[config.mk]
export PLATFORM = sky130hd
export DESIGN_NAME = matvec_seq
export DESIGN_NICKNAME = d
export VERILOG_FILES = /design/src/rtl/matvec_pkg.sv /design/src/rtl/fxp_mac.sv /design/src/rtl/matvec_seq.sv
export SDC_FILE = /design/constraint.sdc
export NUM_CORES = 2
export LEC_CHECK = 0
export ABC_AREA = 0
export BUFFER_PORTS_ARGS = -buffer_cell sky130_fd_sc_hd__buf_2
export CAP_MARGIN = 10
export CORE_UTILIZATION = 50
export CTS_BUF_LIST = sky130_fd_sc_hd__clkbuf_2 sky130_fd_sc_hd__clkbuf_4 sky130_fd_sc_hd__clkbuf_8
export CTS_CLUSTER_DIAMETER = 60
export CTS_CLUSTER_SIZE = 24
export DETAILED_ROUTE_END_ITERATION = 10
export PLACE_DENSITY_LB_ADDON = 0.05
export SLEW_MARGIN = 25
export SYNTH_ARGS = -nofsm -noshare
export SYNTH_HDL_FRONTEND = slang
export SYNTH_SLANG_ARGS = --single-unit
export TNS_END_PERCENT = 100
[constraint.sdc]
create_clock -name clk -period 11.6 [get_ports clk]
set_input_delay 1.16 -clock clk [delete_from_list [all_inputs] [get_ports clk]]
set_output_delay 1.16 -clock clk [all_outputs]
set_load 0.02 [all_outputs]
[src/rtl/matvec_pkg.sv]
// Shared state encoding, accumulator sizing and saturation bounds for matvec_seq.
package matvec_pkg;

    typedef enum logic [1:0] {
        S_IDLE = 2'd0,
        S_LOAD = 2'd1,
        S_MAC  = 2'd2,
        S_OUT  = 2'd3
    } state_e;

    localparam int unsigned WIDE_W = 256;
    typedef logic signed [WIDE_W-1:0] wide_t;

    // Address width for n entries; never zero so single-entry ports stay legal.
    function automatic int unsigned addr_w(input int unsigned n);
        if (n > 32'd1) return 32'($clog2(n));
        return 32'd1;
    endfunction

    // Full-precision accumulator: W x W product plus growth for the column sum.
    function automatic int unsigned acc_width(input int unsigned w, input int unsigned cols);
        return 32'(2 * w) + 32'($clog2(cols));
    endfunction

    function automatic wide_t sat_hi(input int unsigned w);
        return (wide_t'(1) <<< (w - 1)) - wide_t'(1);
    endfunction

    function automatic wide_t sat_lo(input int unsigned w);
        return -(wide_t'(1) <<< (w - 1));
    endfunction

endpackage

[src/rtl/fxp_mac.sv]
// Signed fixed-point multiply-accumulate with arithmetic shift and saturation to W bits.
module fxp_mac
    import matvec_pkg::*;
#(
    parameter int unsigned W     = 32,
    parameter int unsigned FRAC  = 16,
    parameter int unsigned ACC_W = 66
) (
    input  logic                clk,
    input  logic                rst,
    input  logic                i_en,
    input  logic                i_clr,
    input  logic signed [W-1:0] i_a,
    input  logic signed [W-1:0] i_b,
    output logic signed [W-1:0] o_res_c,
    output logic                o_sat_c
);
    localparam logic signed [ACC_W-1:0] SAT_HI = ACC_W'(sat_hi(W));
    localparam logic signed [ACC_W-1:0] SAT_LO = ACC_W'(sat_lo(W));

    logic signed [2*W-1:0]   w_prod;
    logic signed [ACC_W-1:0] w_prod_ext;
    logic signed [ACC_W-1:0] w_shift;
    logic signed [ACC_W-1:0] r_acc;
    logic                    w_ovf_hi;
    logic                    w_ovf_lo;

    assign w_prod     = (2*W)'(i_a) * (2*W)'(i_b);
    assign w_prod_ext = ACC_W'(w_prod);

    // First product of a row replaces the running sum instead of adding to it.
    always_ff @(posedge clk) begin
        if (rst) begin
            r_acc <= '0;
        end else if (i_en) begin
            r_acc <= i_clr ? w_prod_ext : (r_acc + w_prod_ext);
        end
    end

    assign w_shift  = r_acc >>> FRAC;
    assign w_ovf_hi = (w_shift > SAT_HI);
    assign w_ovf_lo = (w_shift < SAT_LO);
    assign o_sat_c  = w_ovf_hi | w_ovf_lo;
    assign o_res_c  = w_ovf_hi ? W'(SAT_HI) : (w_ovf_lo ? W'(SAT_LO) : W'(w_shift));

endmodule

[src/rtl/matvec_seq.sv]
// Sequential fixed-point matrix-vector multiplier: buffer a COLS-element vector,
// then stream the ROWS results of M*x one row at a time with ready/valid.
module matvec_seq
    import matvec_pkg::*;
#(
    parameter int unsigned ROWS = 3,
    parameter int unsigned COLS = 3,
    parameter int unsigned W    = 32,
    parameter int unsigned FRAC = 16
) (
    input  logic                    clk,
    input  logic                    rst,
    input  logic                    w_en,
    input  logic [addr_w(ROWS)-1:0] w_row,
    input  logic [addr_w(COLS)-1:0] w_col,
    input  logic [W-1:0]            w_data,
    input  logic                    in_valid,
    output logic                    in_ready,
    input  logic [W-1:0]            in_data,
    output logic                    out_valid,
    input  logic                    out_ready,
    output logic [W-1:0]            out_data,
    output logic                    out_last,
    output logic                    out_sat,
    output logic                    busy
);
    localparam int unsigned RW    = addr_w(ROWS);
    localparam int unsigned CW    = addr_w(COLS);
    localparam int unsigned N     = ROWS * COLS;
    localparam int unsigned MW    = addr_w(N);
    localparam int unsigned ACC_W = acc_width(W, COLS);
    localparam logic [RW-1:0] ROW_LAST = RW'(ROWS - 1);
    localparam logic [CW-1:0] COL_LAST = CW'(COLS - 1);

    state_e          r_state;
    state_e          w_state_nxt;
    logic [RW-1:0]   r_row_cnt;
    logic [RW-1:0]   w_row_cnt_nxt;
    logic [CW-1:0]   r_col_cnt;
    logic [CW-1:0]   w_col_cnt_nxt;
    logic            w_in_acc;
    logic            w_mac_en;
    logic            w_mac_clr;
    logic            w_out_load;
    logic            w_out_acc;

    logic            r_in_ready;
    logic            r_busy;
    logic            r_out_valid;
    logic [W-1:0]    r_out_data;
    logic            r_out_sat;
    logic            r_out_last;

    logic [W-1:0]    r_mat [N];
    logic [W-1:0]    r_vec [COLS];
    logic [31:0]     w_wr_idx;
    logic [MW-1:0]   w_rd_idx;
    logic            w_wr_ok;
    logic signed [W-1:0] w_res;
    logic            w_sat;

    assign w_wr_idx = 32'(w_row) * COLS + 32'(w_col);
    assign w_wr_ok  = w_en && !r_busy && (32'(w_row) < ROWS) && (32'(w_col) < COLS);
    assign w_rd_idx = MW'(32'(r_row_cnt) * COLS + 32'(r_col_cnt));

    // Storage survives reset; only a reset cycle itself blocks writes.
    always_ff @(posedge clk) begin
        if (!rst && w_wr_ok) begin
            r_mat[MW'(w_wr_idx)] <= w_data;
        end
        if (!rst && w_in_acc) begin
            r_vec[r_col_cnt] <= in_data;
        end
    end

    always_ff @(posedge clk) begin
        if (rst) begin
            r_state <= S_IDLE;
        end else begin
            r_state <= w_state_nxt;
        end
    end

    always_comb begin
        w_state_nxt   = r_state;
        w_row_cnt_nxt = r_row_cnt;
        w_col_cnt_nxt = r_col_cnt;
        w_in_acc      = 1'b0;
        w_mac_en      = 1'b0;
        w_mac_clr     = 1'b0;
        w_out_load    = 1'b0;
        w_out_acc     = 1'b0;
        case (r_state)
            S_IDLE, S_LOAD: begin
                if (in_valid && r_in_ready) begin
                    w_in_acc = 1'b1;
                    if (r_col_cnt == COL_LAST) begin
                        w_state_nxt   = S_MAC;
                        w_col_cnt_nxt = '0;
                        w_row_cnt_nxt = '0;
                    end else begin
                        w_state_nxt   = S_LOAD;
                        w_col_cnt_nxt = r_col_cnt + CW'(1);
                    end
                end
            end
            S_MAC: begin
                w_mac_en  = 1'b1;
                w_mac_clr = (r_col_cnt == '0);
                if (r_col_cnt == COL_LAST) begin
                    w_state_nxt   = S_OUT;
                    w_col_cnt_nxt = '0;
                end else begin
                    w_col_cnt_nxt = r_col_cnt + CW'(1);
                end
            end
            S_OUT: begin
                // One cycle to register the result, then hold until accepted.
                if (!r_out_valid) begin
                    w_out_load = 1'b1;
                end else if (out_ready) begin
                    w_out_acc = 1'b1;
                    if (r_row_cnt == ROW_LAST) begin
                        w_state_nxt = S_IDLE;
                    end else begin
                        w_state_nxt   = S_MAC;
                        w_row_cnt_nxt = r_row_cnt + RW'(1);
                    end
                end
            end
            default: begin
                w_state_nxt = S_IDLE;
            end
        endcase
    end

    always_ff @(posedge clk) begin
        if (rst) begin
            r_row_cnt   <= '0;
            r_col_cnt   <= '0;
            r_busy      <= 1'b0;
            r_in_ready  <= 1'b1;
            r_out_valid <= 1'b0;
            r_out_data  <= '0;
            r_out_sat   <= 1'b0;
            r_out_last  <= 1'b0;
        end else begin
            r_row_cnt  <= w_row_cnt_nxt;
            r_col_cnt  <= w_col_cnt_nxt;
            r_busy     <= (w_state_nxt != S_IDLE);
            r_in_ready <= (w_state_nxt == S_IDLE) || (w_state_nxt == S_LOAD);
            if (w_out_load) begin
                r_out_valid <= 1'b1;
                r_out_data  <= w_res;
                r_out_sat   <= w_sat;
                r_out_last  <= (r_row_cnt == ROW_LAST);
            end else if (w_out_acc) begin
                r_out_valid <= 1'b0;
                r_out_last  <= 1'b0;
            end
        end
    end

    fxp_mac #(
        .W     (W),
        .FRAC  (FRAC),
        .ACC_W (ACC_W)
    ) u_mac (
        .clk     (clk),
        .rst     (rst),
        .i_en    (w_mac_en),
        .i_clr   (w_mac_clr),
        .i_a     (r_mat[w_rd_idx]),
        .i_b     (r_vec[r_col_cnt]),
        .o_res_c (w_res),
        .o_sat_c (w_sat)
    );

    assign in_ready  = r_in_ready;
    assign busy      = r_busy;
    assign out_valid = r_out_valid;
    assign out_data  = r_out_data;
    assign out_sat   = r_out_sat;
    assign out_last  = r_out_last;

endmodule

; Word-level counts from Yosys, hierarchy flattened
; Memory sizes are Yosys's and may differ from the RTL's. A register that Yosys moved wholly into a read port is not among the register bits.
; Cells that the tools add are included.
; Widths: inputs -> output; s select.
[classes]
n_addsub = 5
multipliers = 3
order_cmp = 4
n_eq_ne = 11
mux = 37
bitwise_logic = 1
reduce_logical = 19
[op_table]
columns = cell, n
row1 = $add 66x64->66, 1
row2 = $mux 66, 1
row3 = $mul 32x32->64, 1
row4 = $mux 32, 2
row5 = $gt 50x32->1 const B, 1
row6 = $lt 50x32->1 const B, 1
row7 = $mux 2, 15
row8 = $mux 1, 16
row9 = $ne 2x2->1 const B, 5
row10 = $add 4x2->4, 2
row11 = $eq 2x2->1 const B, 4
row12 = $mul 2x2->4 const B, 2
row13 = $pmux 2 s2, 2
row14 = $reduce_bool 2->1, 4
row15 = $logic_and 1x1->1, 6
row16 = $logic_not 2->1, 3
row17 = $pmux 2 s3, 1
row18 = $reduce_and 6->1, 1
row19 = $add 2x1->2 const B, 2
row20 = $eq 2x1->1 const B, 2
row21 = $lt 2x2->1 const B, 2
row22 = $logic_not 1->1, 2
row23 = $reduce_and 2->1, 1
row24 = $reduce_or 2->1, 1
row25 = 2 further kinds, 2
[totals]
register_bits = 109
ram_bits = 384
in_bits = 73
out_inout_bits = 37
elab_cells = 92
mem_count = 2
[memory_table]
columns = memory, words, width, read_ports, rd_ports_with_merged_regs, write_ports, line_no
row1 = r_mat, 9, 32, 1, 0, 1, matvec_seq.sv:54  ; logic [W-1:0] r_mat [N];
row2 = r_vec, 3, 32, 1, 1, 1, matvec_seq.sv:55  ; logic [W-1:0] r_vec [COLS];

; Longest topological paths before layout
[depth]
word_depth = 7
depth_mapped = 51
depth_no_buf = 48

; Hierarchy
; A second synthesis with hierarchy kept.
[hier_totals]
cells_unflattened = 5794
hier_area_um2 = 59238.1
[by_module_without_submodules]
columns = mod, instances, cells_each, area_per_inst_um2, seq_area_each_um2
row1 = fxp_mac, 1, 4733, 42463.2, 1321.3
row2 = matvec_seq, 1, 1061, 16774.8, 12431.9

; Least setup slack after synthesis
; OpenSTA, ideal clock, no wires.
[synth_path]
kind = register to register
from = reg r_row_cnt[0]
to = reg u_mac.r_acc[65]
setup_time_ns = 0.074
t_arrival_ns = 12.571
required_ns = 11.526
setup_slack_ns = -1.045
path_stages_with_launch = 47
path_buffers = 4
synth_period_minus_slack_ns = 12.645
cell_sequence = dfxtp_1 -> inv_1 -> fa_1 -> inv_1 -> ha_1 -> clkbuf_1 -> clkbuf_1 -> buf_2 -> mux4_2 -> mux2i_1 -> a21oi_1 -> clkbuf_1 -> nand2_1 -> fa_1 -> inv_1 -> fa_1 -> fa_1 -> inv_1 -> [... 11 more ...] -> or2_1 -> or3_1 -> o2111ai_1 -> nor2b_1 -> o21ai_1 -> xor2_1 -> ha_1 -> a21oi_1 -> o21ai_0 -> a221o_1 -> a221o_1 -> or4b_4 -> a41oi_4 -> o21ai_2 -> a221o_1 -> nor3_2 -> a31oi_1 -> a31oi_1
[synth_via]
elab_chain_len = 6
[synth_lines]
columns = element, line_no
row1 = "start, declared", matvec_seq.sv:37  ; logic [RW-1:0] r_row_cnt;
row2 = "start signal, assigned", matvec_seq.sv:148  ; r_row_cnt <= w_row_cnt_nxt;
row3 = $mul 2x2->4 (*), matvec_seq.sv:64  ; assign w_rd_idx = MW'(32'(r_row_cnt) * COLS + 32'(r_col_cnt));
row4 = $add 4x2->4 (*), matvec_seq.sv:64
row5 = $mem_v2 9x32 (*), n/a
row6 = $mul 32x32->64 (*), fxp_mac.sv:28  ; assign w_prod = (2*W)'(i_a) * (2*W)'(i_b);
row7 = $add 66x64->66, fxp_mac.sv:36  ; r_acc <= i_clr ? w_prod_ext : (r_acc + w_prod_ext);
row8 = $mux 66 (*), fxp_mac.sv:36
row9 = "end signal, assigned", fxp_mac.sv:36
row10 = "end, declared", fxp_mac.sv:24  ; logic signed [ACC_W-1:0] r_acc;
; Every way passes the cells marked *; elsewhere a longest branch is shown, timed or not.
; A chain may end at the register's enable or synchronous reset.

; Final worst setup path
; Ends and elaborated chain as after synthesis.

==> results_dict.tcl <==
set metrics [dict create \
    critPathLaunch "r_row_cnt[0]" \
    cts_tree "yes" \
    cap_violations 0 \
    pre_cts_ws_ns -1.23 \
    maxSlewHeadroom_pct 41.2 \
    io_pins 110 \
    die-area_um2 117000 \
    area_growth_pct 19.9 \
    synthArstFlopShare_pct 0 \
    period_minus_slack_ns 12.37 \
    drt-total-wl_um 181000 \
    failed_checks "DRC, setup timing" \
    dieWidth_um 342 \
    yosysSeqAreaShare_pct 23.8 \
    synthesis.area_um2 57800 \
    htreeDepth 2 \
    root_buffer "clkbuf_8" \
    grt_pass1_wl_um 280000 \
    port_buffers 109 \
    status "complete, but fails checks" \
    clock-skew-final_ns 0.0560 \
    grtUsageTotal_pct 32.0 \
    syn-num-nets 7097 \
    cts_made_buffers 48 \
    tns_ns -7.45 \
    die_h_um 342 \
    vias 43600 \
    drt_pass1_iterations 9 \
    clk_pin_slew_worst_paths_ns 0.10 \
    nFillCells 9839 \
    synth_ff_type "edfxtp_1" \
    clkSinkCount 495 \
    fin_ws_ns -0.775 \
    whs_path_depth 2 \
    critPathKind "reg2reg" \
    worst-path-buf-inv 9 \
    wire_per_inst_um 22.7 \
    critPathTopFamily "adder cells" \
    cts_hold_buf 0 \
    multi_input_area_um2 41000 \
    synth_cell_types 78 \
    synth_edf_count 384 \
    coreArea_um2 115000 \
    reg2reg_depth 46 \
    seq_area_um2 13800 \
    finalMaxSlewViolations 0 \
    worst_pin_slew_ns 0.881 \
    synth_area_leader_cell "fa_1" \
    via_per_inst 5.48 \
    path_common_cell "fa_1" \
    hold_class "reg2reg" \
    crit_cells 46 \
    grt_start_max_net_pins 66 \
    place.gp.congestion 0.965 \
    rows 124 \
    clockBufferDepth 3 \
    antenna_found_initial 3 \
    slowest_delay_ns 0.91 \
    worstSetupEndpointType "flop" \
    setup_viol 25 \
    setup.worst_path.start_class "flop" \
    drtAntennaViolNets 0 \
    dpl.hpwl_um 148000 \
    slowest_stage "fa_4" \
    synth_top_area_share_pct 37.6 \
    avgSynthCellArea_um2 10.2 \
    synthCells 5681 \
    hold_slack_ns 0.478 \
    hold_viol_final 0 \
    cp.required_ns 12.26 \
    synth_warnings 0 \
    grt_pass1_vias 45700 \
    insertion_delay_ns 0.75 \
    cp_data_arrival_time_ns 13.04 \
    rsz0062_at_grt "true" \
    max_freq_mhz 80.8 \
    period_share_pct 107 \
    start_util_pct 50.5 \
    r2r-start "r_row_cnt[0]" \
    yosysMostFrequentCell "fa_1" \
    final_nets 7828 \
    grt_remaining_overflow 0 \
    yosys-top-cells-area "fa_1 (38%), edfxtp_1 (20%), inv_1 (6.2%)" \
    synth_seq_cells 495 \
    cp_max_fo 8 \
    drc 20 \
    layout-drive-gt1-share_pct 21.8 \
    netlist_top_cells_count "fa_1 (1087), inv_1 (953), nor2_1 (697)" \
    hold_start "u_mac.r_acc[2]" \
    drt_iter0_drc 3568 \
]
## cells in the final DEF (no fill, tap or decap), types with 97 or more instances in the layout
cell type,instances
a21o_1,119
a21oi_1,191
buf_2,109
buf_4,770
dfxtp_1,106
edfxtp_1,384
fa_1,1059
ha_1,234
inv_1,942
nand2_1,688
nor2_1,682
o21ai_0,97
## per-stage QoR
stage	std cells	util (%)	cell area [um2]
6_report	7967	60.5	69300
3_3_place_gp	7821	57.8	66200
3_5_place_dp	7821	57.8	66200
2_1_floorplan	5681	-	58100
4_1_cts	7943	59.9	68500
5_1_grt	7966	60.5	69300
## cells by family (layout without fill, tap and decap cells)
family                     count (synthesis)  in the layout  share of synthesized area [%]
and+or+nand+nor                         1596           1596                           11.2
adders and majority gates               1343           1343                           43.2
buffers and inverters                   1245           2016                           8.11
AOI/OAI and AO/OA                        743            743                           8.12
DFF                                      495            495                           23.8
muxes                                    132            132                           3.67
xor gates and xnor gates                 127            127                           1.92
other                                      0              3                              0
## worst min-delay path: stages, from the launching register on
cell and delay [ns]:
dfxtp_1 0.33, nand2_1 0.05, a21oi_1 0.06
## path summary, 6_finish.rpt
check | end | slack [ns]
setup / recovery | u_mac.r_acc[65] | -0.77
hold / removal | u_mac.r_acc[2] | 0.48
setup reg to reg | u_mac.r_acc[65] | -0.77
hold reg to reg | u_mac.r_acc[2] | 0.48
## routing by layer
layer  wire length, um  global-route usage, %  vias to the layer above
li1                  -                      -                    19500
met4              5550                   8.58                        0
met1             80100                   47.7                    22300
met3             15700                   6.45                      252
met5                 0                      0                        -
met2             79300                   47.8                     1631
## registers in the layout, summed over array words and instances (netlist names), named ones only
signal and flops:
busy 1, in_ready 1, out_data 32, out_last 1, out_sat 1, out_valid 1, r_col_cnt 2, r_mat 288
r_row_cnt 2, r_state 2, r_vec 96, u_mac.r_acc 66
## final cells by class
| type | count | area share, % |
|---|---|---|
| flip-flops and latches | 495 | 19.9 |
| diodes | 3 | 0.0108 |
| inverters | 954 | 5.17 |
| well taps | 1512 | 2.73 |
| clock buffers | 50 | 0.975 |
| multi-input cells | 3941 | 59.2 |
| clock inverters | 40 | 0.754 |
| repair buffers | 972 | 11.3 |
## repair_timing
item	CTS	global route
gates cloned	1	0
setup buffers	32	24
resized for setup	191	129
setup endpoints to repair	34	38
pin swaps	98	75
Power is left out: the tool's default activity adds up to more than one toggle a clock period on the data nets, which glitch-free logic cannot reach.
